File: src/rtl/tag_alloc_mc.sv
// ---------------------------------------------------------------------------
// tag_alloc_mc
//
// Multi-channel tag allocator for the PE-array front end. Each channel (one
// per PE row) accepts a tag through a valid/ready handshake and spreads it
// over the first Kq active columns, where Kq is kernel_size clamped to
// [1, NUM_COL]. Distribution is either a column-by-column shift (mode 0) or
// a single-cycle broadcast (mode 1). The channel then holds the tag until
// every active column reports a lock, clears it, and pulses tag_done.
//
// Optional feature macro: TAG_ALLOC_PERF_EN
//   When defined, each channel keeps a 16-bit saturating count of cycles
//   spent waiting for locks and exports it on wait_cycles.
//
// Ports:
//   clk           - clock, everything on the rising edge
//   rst           - synchronous active-high reset
//   mode          - 0 = shift, 1 = broadcast (sampled at accept)
//   kernel_size   - active column count K (sampled at accept)
//   stall         - freezes shift progress in all channels
//   flush         - per-channel synchronous abort (no done pulse)
//   tag_in        - tag offered per channel (0 means "no tag")
//   tag_in_valid  - per-channel offer
//   tag_in_ready  - per-channel accept (combinational)
//   tag_locks     - per-column "tag consumed" indication
//   tag_out       - tag presented to each PE (combinational)
//   tag_busy      - registered, channel not idle
//   tag_done      - registered, one-cycle completion pulse
//   wait_cycles   - per-channel wait counter (TAG_ALLOC_PERF_EN only)
// ---------------------------------------------------------------------------
module tag_alloc_mc #(
  parameter int NUM_COL = 8,
  parameter int NUM_CH  = 4,
  parameter int TAG_W   = $clog2(NUM_COL) + 1,
  parameter int KS_W    = 8
) (
  input  logic                                   clk,
  input  logic                                   rst,
  input  logic                                   mode,
  input  logic [KS_W-1:0]                        kernel_size,
  input  logic                                   stall,
  input  logic [NUM_CH-1:0]                      flush,
  input  logic [NUM_CH-1:0][TAG_W-1:0]           tag_in,
  input  logic [NUM_CH-1:0]                      tag_in_valid,
  output logic [NUM_CH-1:0]                      tag_in_ready,
  input  logic [NUM_CH-1:0][NUM_COL-1:0]         tag_locks,
  output logic [NUM_CH-1:0][NUM_COL-1:0][TAG_W-1:0] tag_out,
  output logic [NUM_CH-1:0]                      tag_busy,
  output logic [NUM_CH-1:0]                      tag_done
`ifdef TAG_ALLOC_PERF_EN
  ,
  output logic [NUM_CH-1:0][15:0]                wait_cycles
`endif
);

  // Wide enough to hold the value NUM_COL itself.
  localparam int KQ_W = $clog2(NUM_COL + 1);

  typedef enum logic [1:0] {
    ST_IDLE  = 2'd0,
    ST_SHIFT = 2'd1,
    ST_WAIT  = 2'd2
  } state_t;

  // Clamped kernel size, shared by all channels since kernel_size is shared.
  logic [KQ_W-1:0] kq_in;

  always_comb begin
    if (kernel_size == '0) begin
      kq_in = KQ_W'(1);
    end else if (kernel_size > KS_W'(NUM_COL)) begin
      kq_in = KQ_W'(NUM_COL);
    end else begin
      kq_in = KQ_W'(kernel_size);
    end
  end

  for (genvar c = 0; c < NUM_CH; c++) begin : g_ch

    state_t                         state_q;
    state_t                         state_d;
    logic [KQ_W-1:0]                kq_q;
    logic [KQ_W-1:0]                cnt_q;
    logic [NUM_COL-1:0][TAG_W-1:0]  tag_q;
    logic [NUM_COL-1:0][TAG_W-1:0]  out_vec;
    logic [NUM_COL-1:0]             act_mask;
    logic                           ready;
    logic                           accept;
    logic                           all_locked;
    logic                           busy_q;
    logic                           done_q;

    // Columns below the latched Kq take part in distribution and locking.
    always_comb begin
      act_mask = '0;
      for (int j = 0; j < NUM_COL; j++) begin
        act_mask[j] = (KQ_W'(j) < kq_q);
      end
    end

    // Inactive columns are treated as already locked.
    assign all_locked = &(tag_locks[c] | ~act_mask);

    assign ready  = (state_q == ST_IDLE) && !flush[c];
    assign accept = tag_in_valid[c] && ready;

    // A column drops its tag as soon as it reports a lock, even before the
    // whole channel completes.
    always_comb begin
      out_vec = '0;
      for (int j = 0; j < NUM_COL; j++) begin
        if (act_mask[j] && (state_q != ST_IDLE) && !tag_locks[c][j]) begin
          out_vec[j] = tag_q[j];
        end
      end
    end

    always_comb begin
      state_d = state_q;
      if (flush[c]) begin
        state_d = ST_IDLE;
      end else begin
        case (state_q)
          ST_IDLE: begin
            if (tag_in_valid[c]) begin
              // A single active column needs no shifting.
              if (mode || (kq_in == KQ_W'(1))) begin
                state_d = ST_WAIT;
              end else begin
                state_d = ST_SHIFT;
              end
            end
          end
          ST_SHIFT: begin
            // cnt_q counts columns already holding the tag; the edge that
            // fills the last one moves on to WAIT.
            if (!stall && (cnt_q == kq_q - KQ_W'(1))) begin
              state_d = ST_WAIT;
            end
          end
          ST_WAIT: begin
            if (all_locked) begin
              state_d = ST_IDLE;
            end
          end
          default: state_d = ST_IDLE;
        endcase
      end
    end

    // Busy is registered from the next state so it rises on the accept edge
    // and falls on the exit edge.
    always_ff @(posedge clk) begin
      if (rst) begin
        state_q <= ST_IDLE;
        busy_q  <= 1'b0;
      end else begin
        state_q <= state_d;
        busy_q  <= (state_d != ST_IDLE);
      end
    end

    always_ff @(posedge clk) begin
      if (rst) begin
        tag_q  <= '0;
        cnt_q  <= '0;
        kq_q   <= KQ_W'(1);
        done_q <= 1'b0;
      end else begin
        done_q <= 1'b0;
        if (flush[c]) begin
          tag_q <= '0;
          cnt_q <= '0;
        end else begin
          case (state_q)
            ST_IDLE: begin
              if (accept) begin
                kq_q  <= kq_in;
                cnt_q <= KQ_W'(1);
                tag_q <= '0;
                if (mode) begin
                  for (int j = 0; j < NUM_COL; j++) begin
                    if (KQ_W'(j) < kq_in) begin
                      tag_q[j] <= tag_in[c];
                    end
                  end
                end else begin
                  tag_q[0] <= tag_in[c];
                end
              end
            end
            ST_SHIFT: begin
              // Column 0 keeps its value so the tag is replicated rightward.
              if (!stall) begin
                for (int j = 1; j < NUM_COL; j++) begin
                  if (act_mask[j]) begin
                    tag_q[j] <= tag_q[j-1];
                  end
                end
                cnt_q <= cnt_q + KQ_W'(1);
              end
            end
            ST_WAIT: begin
              if (all_locked) begin
                tag_q  <= '0;
                done_q <= 1'b1;
              end
            end
            default: begin
              tag_q <= '0;
            end
          endcase
        end
      end
    end

`ifdef TAG_ALLOC_PERF_EN
    logic [15:0] wait_cnt_q;

    // Counts every edge spent in WAIT, including the completing one, and
    // keeps the last figure visible while idle.
    always_ff @(posedge clk) begin
      if (rst) begin
        wait_cnt_q <= '0;
      end else if (accept) begin
        wait_cnt_q <= '0;
      end else if ((state_q == ST_WAIT) && (wait_cnt_q != 16'hFFFF)) begin
        wait_cnt_q <= wait_cnt_q + 16'd1;
      end
    end

    assign wait_cycles[c] = wait_cnt_q;
`endif

    assign tag_in_ready[c] = ready;
    assign tag_out[c]      = out_vec;
    assign tag_busy[c]     = busy_q;
    assign tag_done[c]     = done_q;

  end

endmodule

File: config.mk
export PLATFORM = sky130hd
export DESIGN_NAME = tag_alloc_mc
export DESIGN_NICKNAME = d
export VERILOG_FILES = /design/src/rtl/tag_alloc_mc.sv
export SDC_FILE = /design/constraint.sdc
export NUM_CORES = 1
export LEC_CHECK = 0
export CORE_MARGIN = 2
export CORE_UTILIZATION = 25
export DETAILED_ROUTE_END_ITERATION = 10
export DONT_BUFFER_PORTS = 1
export GPL_TIMING_DRIVEN = 0
export SLEW_MARGIN = 20
export SYNTH_ARGS = -nofsm -noshare
export SYNTH_HDL_FRONTEND = slang
export SYNTH_SLANG_ARGS = --single-unit
File: constraint.sdc
create_clock -name clk -period 2.7 [get_ports clk]
set_input_delay 0.54 -clock clk [delete_from_list [all_inputs] [get_ports clk]]
set_output_delay 0.54 -clock clk [all_outputs]
set_load 0.01 [all_outputs]
======== Word-level counts from Yosys, hierarchy flattened ========
Cells that the tools add are included.
word-level totals
  bits in registers ....................... 176
  bits of input ports ..................... 68
  output and inout bits ................... 140
  logic and storage cells ................. 516
cells by class
  add/sub/neg operators ................... 8
  order comparisons ....................... 41
  equal/unequal tests ..................... 53
  muxes and demuxes ....................... 159
  bitwise operators ....................... 20
  reductions and logical operators ........ 183
operators with widths
  operator                                            number
  two-way mux 4 bit                                   106
  case mux 28 bit (3 select lines)                    4
  two-way mux 32 bit                                  8
  two-way mux 28 bit                                  8
  AND reduction 4 bit                                 28
  < comparator 3 x 4 -> 1 bit (first input constant)  20
  != test 2 bit (second input constant)               40
  logical AND 1 bit                                   76
  case mux 4 bit (3 select lines)                     4
  < comparator 1 x 4 -> 1 bit (first input constant)  10
  < comparator 2 x 4 -> 1 bit (first input constant)  10
  zero test 1 bit                                     37
  AND reduction 3 bit                                 12
  two-way mux 2 bit                                   17
  inverter 8 bit                                      4
  OR 8 bit                                            4
  case mux 4 bit (2 select lines)                     4
  AND reduction 8 bit                                 4
  case mux 2 bit (3 select lines)                     4
  nonzero test 2 bit                                  12
  adder 4 x 1 -> 4 bit (second input constant)        4
  == test 4 bit                                       4
  subtractor 4 x 1 -> 4 bit (second input constant)   4
  inverter 1 bit                                      12
  10 further kinds                                    28

======== Logic depth before layout (Yosys ltp) ========
  word-level depth ........................ 10
  gate-level depth with buffers ........... 9
  depth with buffers taken out ............ 8

======== Worst setup path after synthesis ========
No wires, ideal clock.
  path kind ............................... input-to-reg
  start ................................... input kernel_size[5]
  end ..................................... register g_ch[3].tag_q[9] (netlist bit)
  library setup time ...................... 119 ps
  arrival time ............................ 2,076 ps
  required time ........................... 2,581 ps
  setup slack ............................. 506 ps
  stages on the path ...................... 7
  buffers on the path ..................... 2
  cells stage by stage .................... or3_4 -> or3_1 -> buf_4 -> a211oi_4 -> buf_6 -> o21ai_1 -> o221a_1
between the ends
  word-level cells in the longest chain between the ends .. 8
  elaborated cells on any way between the ends .. 9
  classes of those cells .................. order compare: 2; mux: 6; reduce/logical: 1
RTL lines
  item                                    RTL line  text
  from (decl)                             40        input logic [KS_W-1:0] kernel_size,
  greater-than comparator 8 x 4 -> 1 bit  71        end else if (kernel_size > KS_W'(NUM_COL)) begin
  two-way mux 4 bit                       71
  two-way mux 4 bit *                     69        if (kernel_size == '0) begin
  < comparator 2 x 4 -> 1 bit *           183       if (KQ_W'(j) < kq_in) begin
  two-way mux 4 bit *                     183
  two-way mux 28 bit *                    181       if (mode) begin
  two-way mux 32 bit *                    177       if (accept) begin
  case mux 28 bit (3 select lines) *      175       case (state_q)
  to (signal, indexed assignment)         184       tag_q[j] <= tag_in[c];
  to (signal, indexed assignment)         197       tag_q[j] <= tag_q[j-1];
  to (decl)                               84        logic [NUM_COL-1:0][TAG_W-1:0] tag_q;
Mark *: on every way between the ends. The rest lies on a longest branch, timed or not. The select of a mux whose other input is x is not followed.
A chain may end at the register's enable or synchronous reset.

==> metrics <==
DP Worst Slack=-0.349 ns; Final ANT Viol Nets=0; most common cell after layout, fill and taps aside=nand2_1; vias per cell=5.31; hold_buf cts=0; Cell Area, Synth=10300 um^2; Arrival @ worst endpoint=2.05 ns; initial DRC count=974; Post-synth EDFFs=0; clock skew=0.00810 ns; clk root buf=clkbuf_16; transition time of the tightest slew-check pin=1.09 ns; Num Clock Sinks=176; period utilisation layout=95.8%; wire per inst=20.7 um; library cells used by synthesis=60; Slew HR=26.6%; routed via count=10300; nets=1486; RSZ-0062 raised after global routing=false; largest net degree at the start of global routing=17; Diodes inserted=0; crit path max fanout=10; die area=42700 um^2; Final min period=2.59 ns; synth warn=0; Max Freq=0.387 GHz; crit path kind=reg2out; worst-path cell chain=buf_2 > nor2_2 > buf_2 > nor3_2 > and2_1; Pleak=4.09 nW; vias in the first global route=9921; commonest cells after routing, fill and taps aside=201 x nand2_1, 195 x o21ai_0, 164 x dfxtp_1; Worst Reg-to-Reg Cells=8; GRT Total Usage=18.8%; die height=207 um; total CTS buffers=17; Boundary Pins=208; Fillers=4378; HPWL after DPL=31100 um; post-synthesis async set-or-reset flop share=0%; CP max stage delay=0.43 ns; core area=40700 um^2; Detailed Route WL=40300 um; HP Class=in2reg; first-pass GRT wire length=60300 um; Critical Path RT=2.16 ns; clock slew at reported path FFs=0.07 ns; fin util=29.1%; Max Cap Viol=0; endpoints failing setup=0; Slew Viols, Final=0; initial antenna violation count=3; Critical Path Source Type=register; leading post-synthesis cells by cell area=dfxtp_1 34%, o21ai_0 9.5%, nand2_1 7.3%; Area Overhead vs Synth=15.3%; CTS Buffer Depth=2; predominant post-synthesis flop cell=dfxtp_1; die width=207 um; Seq/Total Area, Yosys=34.3%; CP Capture Type=output pin; Hold Fails Final Rpt=0; GPL Wtd Cong=0.910; DRT Pass-1 Iters=6; Hold WS=0.211 ns; Site Rows=74; top cell type by total area after synthesis=dfxtp_1; CP dominant cell by count=buf_2; drc violations=0; cell count after synthesis=1384; setup ws final=0.113 ns; register bit count reported by yosys=176; CTS tree=yes; VDD IR max=0.000349 V; PwrDens=532 nW/um^2; Synth Net Count=1469; IO buf count=0; Mean Syn Cell Area=7.43 um^2; Hold Path Depth=2; layout cells sized above 1=13.9%; CP max-delay cell=buf_2; GR Overflow Total=0; status=complete, no violations; clk_lat worst skew=0.46 ns; post-synth top area share=34.3%; Initial Utilization=25.2%; CTS HTree Levels=4
[metrics by stage]
step	std cells	total power, mW	area [um^2]	setup TNS [ns]
5_1_grt	1946	6.54	11800	0
6_report	1946	6.30	11800	0
3_5_place_dp	1917	3.65	11000	-10.53
2_1_floorplan	1384	3.40	10300	0
4_1_cts	1945	6.30	11700	0
3_3_place_gp	1916	3.64	10900	-24.80
[what timing repair did]
action	CTS	global route
cloned	0	0
pin swaps	0	2
setup endpoints to repair	92	116
buffers inserted	0	3
gates resized for setup	27	44
[final timing paths]
kind                       from           endpoint  slack, ns
min reg2reg   g_ch[3].tag_q[30]  g_ch[3].tag_q[30]       0.46
min                   tag_in[6]   g_ch[1].tag_q[2]       0.21
max          g_ch[3].state_q[0]       tag_out[114]       0.11
max reg2reg     g_ch[2].kq_q[1]  g_ch[2].tag_q[10]       0.24
[synth_stat cells (all sizes together), types with 15 or more instances]
| cell type | number |
|---|---|
| buf | 33 |
| nor2 | 121 |
| and2 | 120 |
| ha | 17 |
| o21ai | 206 |
| o22ai | 17 |
| o221a | 46 |
| nand2 | 201 |
| inv | 20 |
| nor4 | 15 |
| nor2b | 21 |
| a21oi | 71 |
| xor2 | 15 |
| nand3 | 38 |
| a211oi | 23 |
| clkbuf | 54 |
| nor3 | 55 |
| dfxtp | 176 |
| xnor2 | 17 |
[worst max-delay path: cells and delay by family, from the launching register on]
kind | cells | cell delay [ns]
flops | 1 | 0.32
simple gates | 3 | 0.66
buf+inv | 2 | 0.62
[power breakdown]
part           internal, mW  switching, mW
registers              2.68         0.0765
clock network          1.51           1.16
logic                 0.290          0.590
[logic make-up (layout without fill, tap and decap cells)]
logic type | count (synthesis) | after routing | synth area share, %
fa+ha+maj | 17 | 17 | 2.07
simple gates | 630 | 630 | 30.0
compound gates | 420 | 420 | 26.1
mux | 1 | 1 | 0.110
xor+xnor | 32 | 32 | 2.73
buf+inv | 108 | 138 | 4.74
flops | 176 | 176 | 34.3
[routing by layer]
metal / wire [um] / part of all wire, % / global-route usage [%]
met1: 16700 / 41 / 23.0
met2: 17700 / 44 / 29.6
met3: 4120 / 10 / 6.30
met4: 1760 / 4.4 / 8.97
met5: 13 / 0.032 / 0
[flip-flops by register name, indices dropped and copies added, names as in the netlist]
register      count
g_ch.state_q      8
g_ch.cnt_q       16
g_ch.busy_q       4
g_ch.tag_q      128
g_ch.done_q       4
g_ch.kq_q        16
[layout make-up]
cell class	count	area, um^2	area share, %
Inverter	21	78.8	0.665
Timing Repair Buffer	4	33.8	0.285
Clock inverter	11	156	1.32
Buffer	81	388	3.27
Multi-Input combinational cell	1100	6520	55.0
Clock buffer	21	460	3.89
Sequential cell	176	3540	29.9
Tap cell	532	666	5.62
Note: power is estimated with default switching activity, not from simulation.
